===== src/rtl/score_pkg.sv =====
// Shared types and constants for the BCD score counter.
// The digit type and lock FSM states live here so the top and digit adder agree.
package score_pkg;

  typedef logic [3:0] bcd_t;

  typedef enum {IDLE, LOCKED} lock_state_t;

  localparam bcd_t BCD_MAX  = 4'd9;
  localparam bcd_t BCD_ZERO = 4'd0;

endpackage : score_pkg


===== src/rtl/bcd_score_counter_if.sv =====
// Collision inputs and scoreboard outputs of the BCD score counter.
// The master drives the collision side; the slave is the counter itself.
interface bcd_score_counter_if #(
  parameter int NUM_DIGITS = 4
);

  logic                    hit;
  logic                    bonus;
  logic                    enable;
  logic                    game_over;
  logic                    score_cheat;
  logic [4*NUM_DIGITS-1:0] digits;
  logic                    score_pulse;
  logic                    overflow;

  modport master (
    output hit, bonus, enable, game_over, score_cheat,
    input  digits, score_pulse, overflow
  );

  modport slave (
    input  hit, bonus, enable, game_over, score_cheat,
    output digits, score_pulse, overflow
  );

endinterface : bcd_score_counter_if


===== src/rtl/bcd_digit_add.sv =====
// One decimal digit of the ripple adder: d + addend + cin, folded back into 0..9.
// Legal BCD inputs keep the raw sum at or below 19, so one correction step suffices.
module bcd_digit_add
  import score_pkg::*;
(
  input  bcd_t d_i,
  input  bcd_t addend_i,
  input  logic cin_i,
  output bcd_t d_o,
  output logic cout_o
);

  logic [4:0] sum;

  assign sum    = {1'b0, d_i} + {1'b0, addend_i} + {4'b0000, cin_i};
  assign cout_o = (sum > 5'd9);
  assign d_o    = cout_o ? bcd_t'(sum - 5'd10) : sum[3:0];

endmodule : bcd_digit_add


===== src/rtl/bcd_score_counter.sv =====
// Multi-digit BCD score register: one award per collision, cheat preset, game-over clear,
// and wrap or saturate on overflow. Outputs are registered and aligned with the new score.
module bcd_score_counter
  import score_pkg::*;
#(
  parameter int NUM_DIGITS    = 4,
  parameter int REGULAR_SCORE = 1,
  parameter int BONUS_SCORE   = 2,
  parameter int CHEAT_DIGIT   = 9,
  parameter bit WRAP_MODE     = 1'b1
) (
  input  logic                 clk,
  input  logic                 reset,
  bcd_score_counter_if.slave   bus
);

  localparam int W = 4 * NUM_DIGITS;

  lock_state_t    state_q, state_d;
  logic [W-1:0]   digits_q, digits_d;
  logic           pulse_q, pulse_d;
  logic           ovf_q, ovf_d;

  bcd_t            amount;
  logic [W-1:0]    sum_digits;
  logic [NUM_DIGITS:0] carry;
  logic            award;
  logic            all_nines;

  assign amount    = bus.bonus ? bcd_t'(BONUS_SCORE) : bcd_t'(REGULAR_SCORE);
  assign all_nines = (digits_q == {NUM_DIGITS{BCD_MAX}});
  assign award     = (state_q == IDLE) && bus.enable && (bus.hit || bus.bonus);
  assign carry[0]  = 1'b0;

  // Only digit 0 sees the award amount; higher digits add just the incoming carry.
  for (genvar i = 0; i < NUM_DIGITS; i++) begin : g_digit
    bcd_digit_add u_add (
      .d_i      (digits_q[4*i +: 4]),
      .addend_i ((i == 0) ? amount : BCD_ZERO),
      .cin_i    (carry[i]),
      .d_o      (sum_digits[4*i +: 4]),
      .cout_o   (carry[i+1])
    );
  end

  always_comb begin
    // NOTE: every output gets a default first so no path leaves it unassigned (no latch).
    state_d  = state_q;
    digits_d = digits_q;
    pulse_d  = 1'b0;
    ovf_d    = 1'b0;
    if (bus.game_over) begin
      digits_d = '0;
      state_d  = IDLE;
    end else if (bus.score_cheat) begin
      digits_d = {NUM_DIGITS{bcd_t'(CHEAT_DIGIT)}};
    end else if (award) begin
      state_d = LOCKED;
      pulse_d = 1'b1;
      if (carry[NUM_DIGITS]) begin
        digits_d = WRAP_MODE ? sum_digits : {NUM_DIGITS{BCD_MAX}};
        // A saturated counter already reported its overflow; stay quiet until it moves.
        ovf_d    = WRAP_MODE || !all_nines;
      end else begin
        digits_d = sum_digits;
      end
    end else if ((state_q == LOCKED) && !bus.hit && !bus.bonus) begin
      state_d = IDLE;
    end
  end

  always_ff @(posedge clk) begin
    // NOTE: sequential state uses non-blocking assignments so all registers update together.
    if (reset) begin
      state_q  <= IDLE;
      digits_q <= '0;
      pulse_q  <= 1'b0;
      ovf_q    <= 1'b0;
    end else begin
      state_q  <= state_d;
      digits_q <= digits_d;
      pulse_q  <= pulse_d;
      ovf_q    <= ovf_d;
    end
  end

  assign bus.digits      = digits_q;
  assign bus.score_pulse = pulse_q;
  assign bus.overflow    = ovf_q;

endmodule : bcd_score_counter


===== src/flat_wrapper.sv =====
// flat-port wrapper written by rule: the top's interface ports become plain ports
module bcd_score_counter_flat import score_pkg::*;
#(
  parameter int NUM_DIGITS    = 4,
  parameter int REGULAR_SCORE = 1,
  parameter int BONUS_SCORE   = 2,
  parameter int CHEAT_DIGIT   = 9,
  parameter bit WRAP_MODE     = 1'b1
)
  (clk, reset, bus_hit, bus_bonus, bus_enable, bus_game_over, bus_score_cheat, bus_digits, bus_score_pulse, bus_overflow);
  bcd_score_counter_if #(.NUM_DIGITS(NUM_DIGITS)) bus_i ();
  input  logic clk;
  input  logic reset;
  input wire logic [$bits(bus_i.hit)-1:0] bus_hit;
  input wire logic [$bits(bus_i.bonus)-1:0] bus_bonus;
  input wire logic [$bits(bus_i.enable)-1:0] bus_enable;
  input wire logic [$bits(bus_i.game_over)-1:0] bus_game_over;
  input wire logic [$bits(bus_i.score_cheat)-1:0] bus_score_cheat;
  output wire logic [$bits(bus_i.digits)-1:0] bus_digits;
  output wire logic [$bits(bus_i.score_pulse)-1:0] bus_score_pulse;
  output wire logic [$bits(bus_i.overflow)-1:0] bus_overflow;
  assign bus_i.hit = bus_hit;
  assign bus_i.bonus = bus_bonus;
  assign bus_i.enable = bus_enable;
  assign bus_i.game_over = bus_game_over;
  assign bus_i.score_cheat = bus_score_cheat;
  assign bus_digits = bus_i.digits;
  assign bus_score_pulse = bus_i.score_pulse;
  assign bus_overflow = bus_i.overflow;
  bcd_score_counter #(.NUM_DIGITS(NUM_DIGITS), .REGULAR_SCORE(REGULAR_SCORE), .BONUS_SCORE(BONUS_SCORE), .CHEAT_DIGIT(CHEAT_DIGIT), .WRAP_MODE(WRAP_MODE)) u_core (.clk(clk), .reset(reset), .bus(bus_i));
endmodule

===== config.mk =====
export PLATFORM = sky130hd
export DESIGN_NAME = bcd_score_counter_flat
export DESIGN_NICKNAME = d
export VERILOG_FILES = /design/src/rtl/score_pkg.sv /design/src/rtl/bcd_score_counter_if.sv /design/src/rtl/bcd_digit_add.sv /design/src/rtl/bcd_score_counter.sv /design/src/flat_wrapper.sv
export SDC_FILE = /design/constraint.sdc
export NUM_CORES = 1
export LEC_CHECK = 0
export CELL_PAD_IN_SITES_DETAIL_PLACEMENT = 1
export CELL_PAD_IN_SITES_GLOBAL_PLACEMENT = 1
export CORE_UTILIZATION = 39
export DETAILED_ROUTE_END_ITERATION = 10
export PLACE_DENSITY = 0.86
export SYNTH_ARGS = -nofsm -noshare
export SYNTH_HDL_FRONTEND = slang
export SYNTH_SLANG_ARGS = --single-unit

===== constraint.sdc =====
create_clock -name clk -period 12.45 [get_ports clk]
set_clock_uncertainty 0.2 [all_clocks]
set_input_delay 3.735 -clock clk [delete_from_list [all_inputs] [get_ports clk]]
set_output_delay 3.735 -clock clk [all_outputs]
set_load 0.02 [all_outputs]

==> summary.md <==
| Metric | Value |
|---|---|
| Worst Hold Launch | u_core.bus.digits[9] |
| Post-route cell area | 0.001730 mm² |
| Register area share after synthesis | 0.2664 |
| Async SR Flop Fraction | 0 |
| Post-Place Setup Slack | 1.047 ns |
| Die Area | 0.003906 mm² |
| Initial Util | 0.4179 |
| Total negative slack | 0 ns |
| Wire per inst | 16.03 µm |
| Worst Tran Pin Value | 0.8084 ns |
| Worst VDD drop | 0.00004619 V |
| CTS tree | built |
| Cell repeated most along the worst path | ha_1 |
| Final min period | 11.10 ns |
| Total grt overflow | 0 |
| Vias | 1,343 |
| Clk sinks | 19 |
| Post-synthesis cell type count | 46 |
| P&R area growth vs syn | 21.21% |
| Pin count of the biggest net entering global routing | 18 |
| Total CTS buffers | 3 |
| Nets | 214 |
| Leak | 0.0006708 µW |
| FF-to-FF Start | u_core.bus.digits[0] |
| Hold Crit Class | flop to flop |
| Post-synth EDFFs | 0 |
| Pwr dens | 74.72 mW/mm² |
| Syn Std Cell Area | 0.001428 mm² |
| Placed inst area | 0.001703 mm² |
| Top cell type's share of synthesized area | 0.2664 |
| RD Place Congestion | 0.8305 |
| N_diodes | 0 |
| WS Path Type | input port to flop |
| Max Clock Freq | 0.09008 GHz |
| Crit path launch type | input port |
| Fraction of layout cells with a size suffix above 1 | 0.06316 |
| Die width | 62.50 µm |
| Final setup vio count | 0 |
| Crit path required time | 12.47 ns |
| Setup ws final | 1.349 ns |
| Slowest stage cell, crit path | clkdlybuf4s50_1 |
| Reg-to-reg endpoint | u_core.bus.digits[13] |
| Slew HR | 0.4569 |
| Die Y | 62.50 µm |
| Core area | 0.003416 mm² |
| Commonest non-fill, non-tap cell in the layout | clkdlybuf4s50_1 |
| Clk root buf | clkbuf_4 |
| Tot GR Track Use | 0.2133 |
| Cell taking the most area after synthesis | dfxtp_1 |
| Post_cts resized | 0 |
| Status | finished, final reports clean |
| Drt drc | 0 |
| Hold Path End | u_core.bus.digits[9] |
| Global-route wire length before repair | 6534 µm |
| CP endpoint kind | flop |
| Post-synth net total | 189 |
| Via density | 5.691 |
| Number of global-route vias before repair | 1,365 |
| DR iter-0 viols | 70 |
| Arrival @ worst endpoint | 11.12 ns |
| MaxCap Viol Count | 0 |
| CP peak stage delay | 0.46 ns |
| Setup bufs post-CTS | 0 |
| Hold Crit Depth | 2 |
| Reg2Reg Depth | 33 |
| Max Root-Sink Buffers | 2 |
| Highest-count cells in the layout ignoring fill and taps | 24 x clkdlybuf4s50_1, 19 x dfxtp_1, 15 x ha_1, 14 x a21oi_1, 13 x inv_1 |
| Cells after Synth | 166 |
| Final HPWL DP | 2919 µm |
| Fin crit share | 0.8916 |
| Final WL | 3784 µm |
| Main area contributors after synthesis | dfxtp_1 27%, ha_1 13%, a21oi_1 4.9% |
| Slew Limit Fails | 0 |
| H-Tree Depth | 1 |
| Routed Antenna Nets | 0 |
| Crit-path max FO | 9 |
| Main synth FF type | dfxtp_1 |
| First drt pass iteration count | 4 |
| IO Count | 25 |
| Final hold vios | 0 |
| Clock-pin slew on the worst setup and hold paths | 0.11 ns |
| Warnings from Yosys | 0 |
| Yosys reg bits | 19 |
| Initial antenna violation count | 0 |
| Synth Area per Inst | 8.600 µm² |
| I/O Buffers | 24 |
| FF-to-FF setup slack | 4.92 ns |
| Worst skew pair latency | 0.33 ns |
| RSZ-0062 raised after global routing | false |
| Row count | 21 |
| Hold buffer count at CTS | 0 |
-- final cells by class --
type | count | area [µm²]
Sequential cell | 19 | 380.4
Fill cell | 419 | 1685
Multi-Input combinational cell | 129 | 968.4
Clock buffer | 3 | 22.52
Clock inverter | 1 | 5.005
Tap cell | 46 | 57.56
Timing Repair Buffer | 25 | 247.7
Inverter | 13 | 48.80
-- critical path, delay by kind of cell --
family,cells,cell delay [ns]
buffers and inverters,7,1.04
AO/OA/AOI/OAI,8,1.99
multiplexers,1,0.09
XOR/XNOR,5,1.10
AND/OR/NAND/NOR,2,0.16
adder cells (fa/ha/maj),12,3.00
-- cell usage after synthesis, drive strengths merged, types with 5 or more instances --
cell type / count
nor2: 6
mux2i: 5
xor2: 6
nand3: 5
inv: 13
ha: 15
nand2b: 5
a21oi: 14
o21ai: 12
dfxtp: 19
nand2: 8
-- report_power, final --
| part | switching [µW] | internal [µW] | total (µW) | leakage (µW) |
|---|---|---|---|---|
| Clock | 23.4 | 12.1 | 35.5 | 0.0000177 |
| Combinational | 15.2 | 13.5 | 28.7 | 0.000498 |
| Sequential | 2.42 | 62.7 | 65.1 | 0.000155 |
-- cell families after synthesis --
logic type / after synthesis / share of synthesized area
muxes: 5 / 0.03506
xor gates and xnor gates: 10 / 0.06135
AOI/OAI and AO/OA: 54 / 0.2524
adders and majority gates: 16 / 0.1455
DFF: 19 / 0.2664
and+or+nand+nor: 44 / 0.1841
buffers and inverters: 18 / 0.05521
-- sequential cells by signal (all words and copies together), names as in the netlist --
signal and flops:
u_core.bus.digits 16, u_core.bus.overflow 1, u_core.bus.score_pulse 1, u_core.state_q 1
-- through the flow --
step / utilization / instances / total power (µW) / hold slack, ns
2_1_floorplan: - / 166 / 84.74 / 0.3011
3_3_place_gp: 0.4985 / 232 / 93.68 / 0.2874
3_5_place_dp: 0.4985 / 232 / 95.04 / 0.3067
4_1_cts: 0.5066 / 236 / 130.2 / 0.3200
5_1_grt: 0.5066 / 236 / 135.1 / 0.3567
6_report: 0.5066 / 236 / 129.3 / 0.3129
-- how the worst max path moves through the flow --
stage          slack, ns  cells after the start       from                     to
2_1_floorplan       2.35                     35  bus_bonus  u_core.bus.digits[13]
3_3_place_gp        1.41                     35  bus_bonus  u_core.bus.digits[13]
3_5_place_dp        1.05                     35  bus_bonus  u_core.bus.digits[13]
4_1_cts             1.39                     35  bus_bonus  u_core.bus.digits[13]
5_1_grt             0.78                     35  bus_bonus  u_core.bus.digits[13]
6_report            1.35                     35  bus_bonus  u_core.bus.digits[13]
-- layer usage --
metal	vias up	global-route usage	part of all wire	wire length, µm
li1	663	-	-	-
met3	6	0.02555	0.029	108
met1	653	0.2475	0.46	1730
met2	21	0.3777	0.49	1864
met4	0	0.1163	0.021	80
met5	-	0	0	0
No activity file was read; power rests on OpenSTA's default activity.
